===== config.mk =====
export PLATFORM = sky130hd
export DESIGN_NAME = pow_5_stream_front_end
export DESIGN_NICKNAME = d
export VERILOG_FILES = /design/src/rtl/pow_5_pkg.sv /design/src/rtl/pow_5_fifo.sv /design/src/rtl/pow_5_stream_front_end.sv
export SDC_FILE = /design/constraint.sdc
export NUM_CORES = 1
export LEC_CHECK = 0
export CORE_ASPECT_RATIO = 1.75
export CORE_MARGIN = 2
export CORE_UTILIZATION = 57
export DETAILED_ROUTE_END_ITERATION = 16
export PLACE_DENSITY = 0.85
export REMOVE_ABC_BUFFERS = 1
export SLEW_MARGIN = 20
export SYNTH_ARGS = -nofsm -noshare
export SYNTH_HDL_FRONTEND = slang
export SYNTH_SLANG_ARGS = --single-unit

===== constraint.sdc =====
create_clock -name clock -period 5.3 [get_ports clock]
set_input_delay 1.325 -clock clock [delete_from_list [all_inputs] [get_ports clock]]
set_output_delay 1.325 -clock clock [all_outputs]
set_load 0.03 [all_outputs]

===== src/rtl/pow_5_pkg.sv =====
// Shared constants, state encoding and sizing helper for the x^5 stream front end.
package pow_5_pkg;

  // Operand/result width of the iterative x^5 engine.
  localparam int WIDTH_DEF = 18;

  // Front-end sequencer states.
  typedef enum logic [0:0] {
    ST_IDLE = 1'b0,
    ST_WAIT = 1'b1
  } state_e;

  // Ceiling log2, used to size pointers, counters and the watchdog.
  function automatic int clog2(input int value);
    int result;
    result = 0;
    for (int i = 0; i < 31; i++) begin
      if ((32'sd1 << i) < value) begin
        result = i + 1;
      end
    end
    return result;
  endfunction

endpackage


===== src/rtl/pow_5_fifo.sv =====
// Synchronous operand FIFO: wrap-around pointers carrying one extra bit so
// that full and empty are distinguished, plus a registered occupancy count.
module pow_5_fifo
  import pow_5_pkg::*;
#(
  parameter int WIDTH = WIDTH_DEF,
  parameter int DEPTH = 4
) (
  input  logic                  clock,
  input  logic                  reset_n,
  input  logic                  push,
  input  logic                  pop,
  input  logic [WIDTH-1:0]      wdata,
  output logic [WIDTH-1:0]      rdata,
  output logic                  full,
  output logic                  empty,
  output logic [clog2(DEPTH):0] count
);

  localparam int AW = clog2(DEPTH);
  localparam int CW = AW + 1;
  localparam logic [CW-1:0] ONE = CW'(32'd1);

  logic [WIDTH-1:0] mem_q [DEPTH];
  logic [WIDTH-1:0] mem_d [DEPTH];
  logic [CW-1:0]    wr_ptr_q;
  logic [CW-1:0]    wr_ptr_d;
  logic [CW-1:0]    rd_ptr_q;
  logic [CW-1:0]    rd_ptr_d;
  logic [CW-1:0]    count_q;
  logic [CW-1:0]    count_d;
  logic             push_ok_s;
  logic             pop_ok_s;

  // Equal pointers mean empty; same index with opposite wrap bit means full.
  assign empty = (wr_ptr_q == rd_ptr_q);
  assign full  = (wr_ptr_q[AW] != rd_ptr_q[AW]) &&
                 (wr_ptr_q[AW-1:0] == rd_ptr_q[AW-1:0]);
  assign count = count_q;
  assign rdata = mem_q[rd_ptr_q[AW-1:0]];

  // Next-state: guarded push/pop, pointer advance and occupancy update.
  always_comb begin
    push_ok_s = push && !full;
    pop_ok_s  = pop && !empty;
    mem_d     = mem_q;
    wr_ptr_d  = wr_ptr_q;
    rd_ptr_d  = rd_ptr_q;
    count_d   = count_q;
    if (push_ok_s) begin
      mem_d[wr_ptr_q[AW-1:0]] = wdata;
      wr_ptr_d                = wr_ptr_q + ONE;
    end else begin
      wr_ptr_d = wr_ptr_q;
    end
    if (pop_ok_s) begin
      rd_ptr_d = rd_ptr_q + ONE;
    end else begin
      rd_ptr_d = rd_ptr_q;
    end
    case ({push_ok_s, pop_ok_s})
      2'b10:   count_d = count_q + ONE;
      2'b01:   count_d = count_q - ONE;
      default: count_d = count_q;
    endcase
  end

  // Storage, pointer and count registers; reset flushes the queue.
  always_ff @(posedge clock or negedge reset_n) begin
    if (!reset_n) begin
      mem_q    <= '{default: '0};
      wr_ptr_q <= '0;
      rd_ptr_q <= '0;
      count_q  <= '0;
    end else begin
      mem_q    <= mem_d;
      wr_ptr_q <= wr_ptr_d;
      rd_ptr_q <= rd_ptr_d;
      count_q  <= count_d;
    end
  end

endmodule


===== src/rtl/pow_5_stream_front_end.sv =====
// Stream front end for the run/ready x^5 engine: buffers operands, issues one
// run pulse per operand, captures the result on the ready strobe and presents
// it on a valid/ready output. A watchdog drops the item if the engine is silent.
module pow_5_stream_front_end
  import pow_5_pkg::*;
#(
  parameter int WIDTH   = WIDTH_DEF,
  parameter int DEPTH   = 4,
  parameter int TIMEOUT = 15
) (
  input  logic                  clock,
  input  logic                  reset_n,
  input  logic                  in_valid,
  output logic                  in_ready,
  input  logic [WIDTH-1:0]      in_n,
  output logic                  out_valid,
  input  logic                  out_ready,
  output logic [WIDTH-1:0]      out_n_pow_5,
  output logic [WIDTH-1:0]      out_n,
  output logic                  eng_run,
  output logic [WIDTH-1:0]      eng_n,
  input  logic                  eng_ready,
  input  logic [WIDTH-1:0]      eng_n_pow_5,
  output logic                  busy,
  output logic                  timeout_err,
  output logic [clog2(DEPTH):0] fifo_count
);

  localparam int WDW = clog2(TIMEOUT + 1);
  // The watchdog expires on the TIMEOUT-th WAIT cycle (count starts at 0).
  localparam logic [WDW-1:0] WD_LAST = WDW'(TIMEOUT - 1);
  localparam logic [WDW-1:0] WD_ONE  = WDW'(32'd1);

  state_e           state_q;
  state_e           state_d;
  logic [WDW-1:0]   wd_q;
  logic [WDW-1:0]   wd_d;
  logic [WIDTH-1:0] eng_n_q;
  logic [WIDTH-1:0] eng_n_d;
  logic             eng_run_q;
  logic             eng_run_d;
  logic             out_valid_q;
  logic             out_valid_d;
  logic [WIDTH-1:0] out_n_q;
  logic [WIDTH-1:0] out_n_d;
  logic [WIDTH-1:0] out_pow_q;
  logic [WIDTH-1:0] out_pow_d;
  logic             busy_q;
  logic             busy_d;
  logic             timeout_err_q;
  logic             timeout_err_d;

  logic             issue_s;
  logic             capture_s;
  logic             expire_s;
  logic             fifo_full_s;
  logic             fifo_empty_s;
  logic [WIDTH-1:0] fifo_head_s;
  logic             push_s;

  // in_ready comes from the registered occupancy only: no bypass when full.
  assign in_ready = !fifo_full_s;
  assign push_s   = in_valid && !fifo_full_s;

  pow_5_fifo #(
    .WIDTH (WIDTH),
    .DEPTH (DEPTH)
  ) u_fifo (
    .clock   (clock),
    .reset_n (reset_n),
    .push    (push_s),
    .pop     (issue_s),
    .wdata   (in_n),
    .rdata   (fifo_head_s),
    .full    (fifo_full_s),
    .empty   (fifo_empty_s),
    .count   (fifo_count)
  );

  // Sequencer next state: issue only when the output slot is free or being
  // drained, so a capture can never overwrite an unconsumed result.
  always_comb begin
    state_d   = state_q;
    issue_s   = 1'b0;
    capture_s = 1'b0;
    expire_s  = 1'b0;
    case (state_q)
      ST_IDLE: begin
        if (!fifo_empty_s && (!out_valid_q || out_ready)) begin
          issue_s = 1'b1;
          state_d = ST_WAIT;
        end else begin
          state_d = ST_IDLE;
        end
      end
      ST_WAIT: begin
        // A capture on the expiry cycle takes priority over the timeout.
        if (eng_ready) begin
          capture_s = 1'b1;
          state_d   = ST_IDLE;
        end else if (wd_q == WD_LAST) begin
          expire_s = 1'b1;
          state_d  = ST_IDLE;
        end else begin
          state_d = ST_WAIT;
        end
      end
      default: begin
        state_d = ST_IDLE;
      end
    endcase
  end

  // Registered outputs: run pulse, engine operand, watchdog, result slot, flags.
  always_comb begin
    wd_d          = wd_q;
    eng_n_d       = eng_n_q;
    eng_run_d     = issue_s;
    out_valid_d   = out_valid_q;
    out_n_d       = out_n_q;
    out_pow_d     = out_pow_q;
    busy_d        = (state_d == ST_WAIT);
    timeout_err_d = timeout_err_q || expire_s;
    if (issue_s) begin
      eng_n_d = fifo_head_s;
      wd_d    = '0;
    end else if (state_q == ST_WAIT) begin
      wd_d = wd_q + WD_ONE;
    end else begin
      wd_d = wd_q;
    end
    if (capture_s) begin
      out_valid_d = 1'b1;
      out_n_d     = eng_n_q;
      out_pow_d   = eng_n_pow_5;
    end else if (out_valid_q && out_ready) begin
      out_valid_d = 1'b0;
    end else begin
      out_valid_d = out_valid_q;
    end
  end

  // State register and output flops; reset abandons any in-flight item.
  always_ff @(posedge clock or negedge reset_n) begin
    if (!reset_n) begin
      state_q       <= ST_IDLE;
      wd_q          <= '0;
      eng_n_q       <= '0;
      eng_run_q     <= 1'b0;
      out_valid_q   <= 1'b0;
      out_n_q       <= '0;
      out_pow_q     <= '0;
      busy_q        <= 1'b0;
      timeout_err_q <= 1'b0;
    end else begin
      state_q       <= state_d;
      wd_q          <= wd_d;
      eng_n_q       <= eng_n_d;
      eng_run_q     <= eng_run_d;
      out_valid_q   <= out_valid_d;
      out_n_q       <= out_n_d;
      out_pow_q     <= out_pow_d;
      busy_q        <= busy_d;
      timeout_err_q <= timeout_err_d;
    end
  end

  assign eng_run     = eng_run_q;
  assign eng_n       = eng_n_q;
  assign out_valid   = out_valid_q;
  assign out_n       = out_n_q;
  assign out_n_pow_5 = out_pow_q;
  assign busy        = busy_q;
  assign timeout_err = timeout_err_q;

endmodule


==> flow_summary.yaml <==
worst_setup_path:
  setup.worst_path.end_class: "output port"
  required_ps: 3970
  critPathKind: "flip-flop to output port"
  cp_max_fo: 21
  crit_buf_inv: 1
  crit_arrival_ps: 2460
  crit_chain: "xnor2_4 > nand3_1 > clkdlybuf4s50_1"
  cpPeakStageDelay_ps: 870
  slowest_stage: "dfrtp_2"
  cpLargestDelayFamily: "flip-flops"
  start_kind: "flip-flop"
cells_and_area:
  fin_util: 0.753
  multi_input_area_um2: 2550
  drive_above_1_share: 0.393
  antennaDiodeCount: 0
  ff_latch_area_um2: 3580
  n_fill_cell: 656
  nNetsFinal: 526
  area_growth_pct: 28.6
  final_cell_area_um2: 8050
timing:
  whs_ps: 465
  tightest_slew_ps: 974
  finalCriticalPeriod_ps: 3790
  fin_crit_sh: 0.714
  setup_viol: 0
  finalHoldViolCount: 0
  fin_ws_ps: 1510
  relSlewSlack: 0.351
  skew_ps: 6.23
  max_freq_mhz: 264
  rsz0062_at_grt: "false"
  slew_violations: 0
  setup_tns_ps: 0
route:
  drt-vias-per-instance: 5.57
  ant_nets: 0
  wl_met2_um: 6750
  drt-met1-wl_um: 4780
  wl_met3_um: 367
  topRoutingLayerUsed: "met4"
  vias: 3448
  drc_errors: 0
  dr.pass1.iters: 4
  first_iter_violations: 172
  routed_wl_um: 12200
  wl_per_cell_um: 19.6
die:
  dieArea_um2: 11900
  die_h_um: 143
  io_pins: 103
  initial_core_util: 0.585
  die_w_um: 83.2
  core_area_um2: 10700
  num_rows: 50
grt:
  grt-ovfl-total: 0
  grt_usage: 0.225
  grt_max_degree: 120
  grt_pass1_vias: 3910
  grt_first_pass_wirelength_um: 20700
  antenna_found_initial: 0
placed_design:
  pre_cts_ws_ps: 1690
  dpl_cell_area_um2: 7370
  place_congestion: 0.718
  dp_hpwl_um: 7670
  io_buffer_count: 102
clock_network:
  ctsLongestPathBuffers: 2
  clock-sinks: 143
  hold_buffers: 0
  post_cts_buffers: 0
  cts_tree: "done"
  htreeDepth: 4
  cts_resized: 0
  clock_latency_ps: 410
  cts_root_buffer: "clkbuf_16"
  clkSlewWorstSetupHoldPaths_ps: 50
  numCtsBuffers: 17
logic_synthesis:
  yosys_warnings: 0
  yosysTopAreaCellShare: 0.572
  syn_area_um2: 6260
  synthCells: 366
  synth.most_common_cell: "dfrtp_1"
  synth_area_leaders: "dfrtp_1, mux2_2, mux2_4, mux4_2, ha_1"
  synth_edf_count: 0
  ys_seq_elements: 143
  syn_area_per_cell_um2: 17.1
  yosysTopAreaCell: "dfrtp_1"
  ys_seq_area_frac: 0.572
  synthArstFlopShare: 1.00
  synthFlopType: "dfrtp_1"
  synthTopCellsByCount: "dfrtp_1, mux2_2, mux2_4"
  synth_cell_types: 31
power_and_ir_drop:
  p_leak_nw: 3.42
  power.density_nw_per_um2: 774
  vdd_ir_drop_max_mv: 0.429
job:
  cap_violations: 0
status:
  status: "finished clean"
min_path:
  min-delay-path-class: "flip-flop to flip-flop"
==> final cells by class <==
cell class | count | share of cell area
Tap cell | 130 | 0.0202
Sequential cell | 143 | 0.445
Timing Repair Buffer | 105 | 0.130
Multi-Input combinational cell | 201 | 0.317
Clock inverter | 10 | 0.0256
Clock buffer | 22 | 0.0589
Inverter | 8 | 0.00373
==> placed cells by master, fill, tap and decap left out, types with 5 or more instances in the layout <==
| cell | netlist | layout |
|---|---|---|
| mux4_2 | 18 | 18 |
| clkbuf_16 | 0 | 17 |
| nand2_1 | 10 | 9 |
| xnor2_1 | 5 | 5 |
| clkdlybuf4s50_1 | 0 | 101 |
| inv_1 | 8 | 8 |
| dfrtp_1 | 143 | 142 |
| bufinv_16 | 0 | 6 |
| mux2_4 | 39 | 39 |
| mux2_2 | 89 | 89 |
| ha_1 | 8 | 8 |
==> path summary, 6_finish.rpt <==
check,from,endpoint,slack (ps),cells after the start
max,u_fifo.rd_ptr_q[0]$_DFFE_PN0P_,in_ready,1510,3
min,u_fifo.count[2]$_DFFE_PN0P_,u_fifo.count[2]$_DFFE_PN0P_,470,1
max reg2reg,u_fifo.rd_ptr_q[0]$_DFFE_PN0P_,u_fifo.count[1]$_DFFE_PN0P_,2340,6
min reg2reg,u_fifo.count[2]$_DFFE_PN0P_,u_fifo.count[2]$_DFFE_PN0P_,470,1
max in group asynchronous,reset_n,u_fifo.count[1]$_DFFE_PN0P_,3380,2
min in group asynchronous,reset_n,u_fifo.mem_q[54]$_DFFE_PN0P_,1040,1
==> where the power goes <==
| group | total, mW | switching (mW) | internal (mW) |
|---|---|---|---|
| logic | 2.81 | 1.30 | 1.51 |
| clock network | 1.36 | 0.437 | 0.919 |
| registers | 2.07 | 0.407 | 1.66 |
==> kinds of logic after synthesis <==
group,share of synthesized area
flip-flops,0.572
AO/OA/AOI/OAI,0.0288
XOR/XNOR,0.0258
adder cells (fa/ha/maj),0.0192
multiplexers,0.320
buffers and inverters,0.0212
AND/OR/NAND/NOR,0.0132
==> per-stage QoR <==
step           std cells  power, mW
3_3_place_gp         587       4.77
2_1_floorplan        352       3.96
4_1_cts              619       6.29
3_5_place_dp         587       4.89
5_1_grt              619       6.56
6_report             619       6.23
==> registers in the layout (all words and copies together), names as in the netlist, 3 cells and up <==
register	cells
u_fifo.mem_q	72
u_fifo.count	3
u_fifo.wr_ptr_q	3
out_n_pow_5	18
u_fifo.rd_ptr_q	3
wd_q	4
eng_n	18
out_n	18
==> metal layers <==
metal,GRT usage,vias to the layer above
met3,0.0416,22
li1,-,1550
met5,0,-
met4,0.0915,0
met1,0.264,1799
met2,0.406,77
No activity file was read; power rests on OpenSTA's default activity.
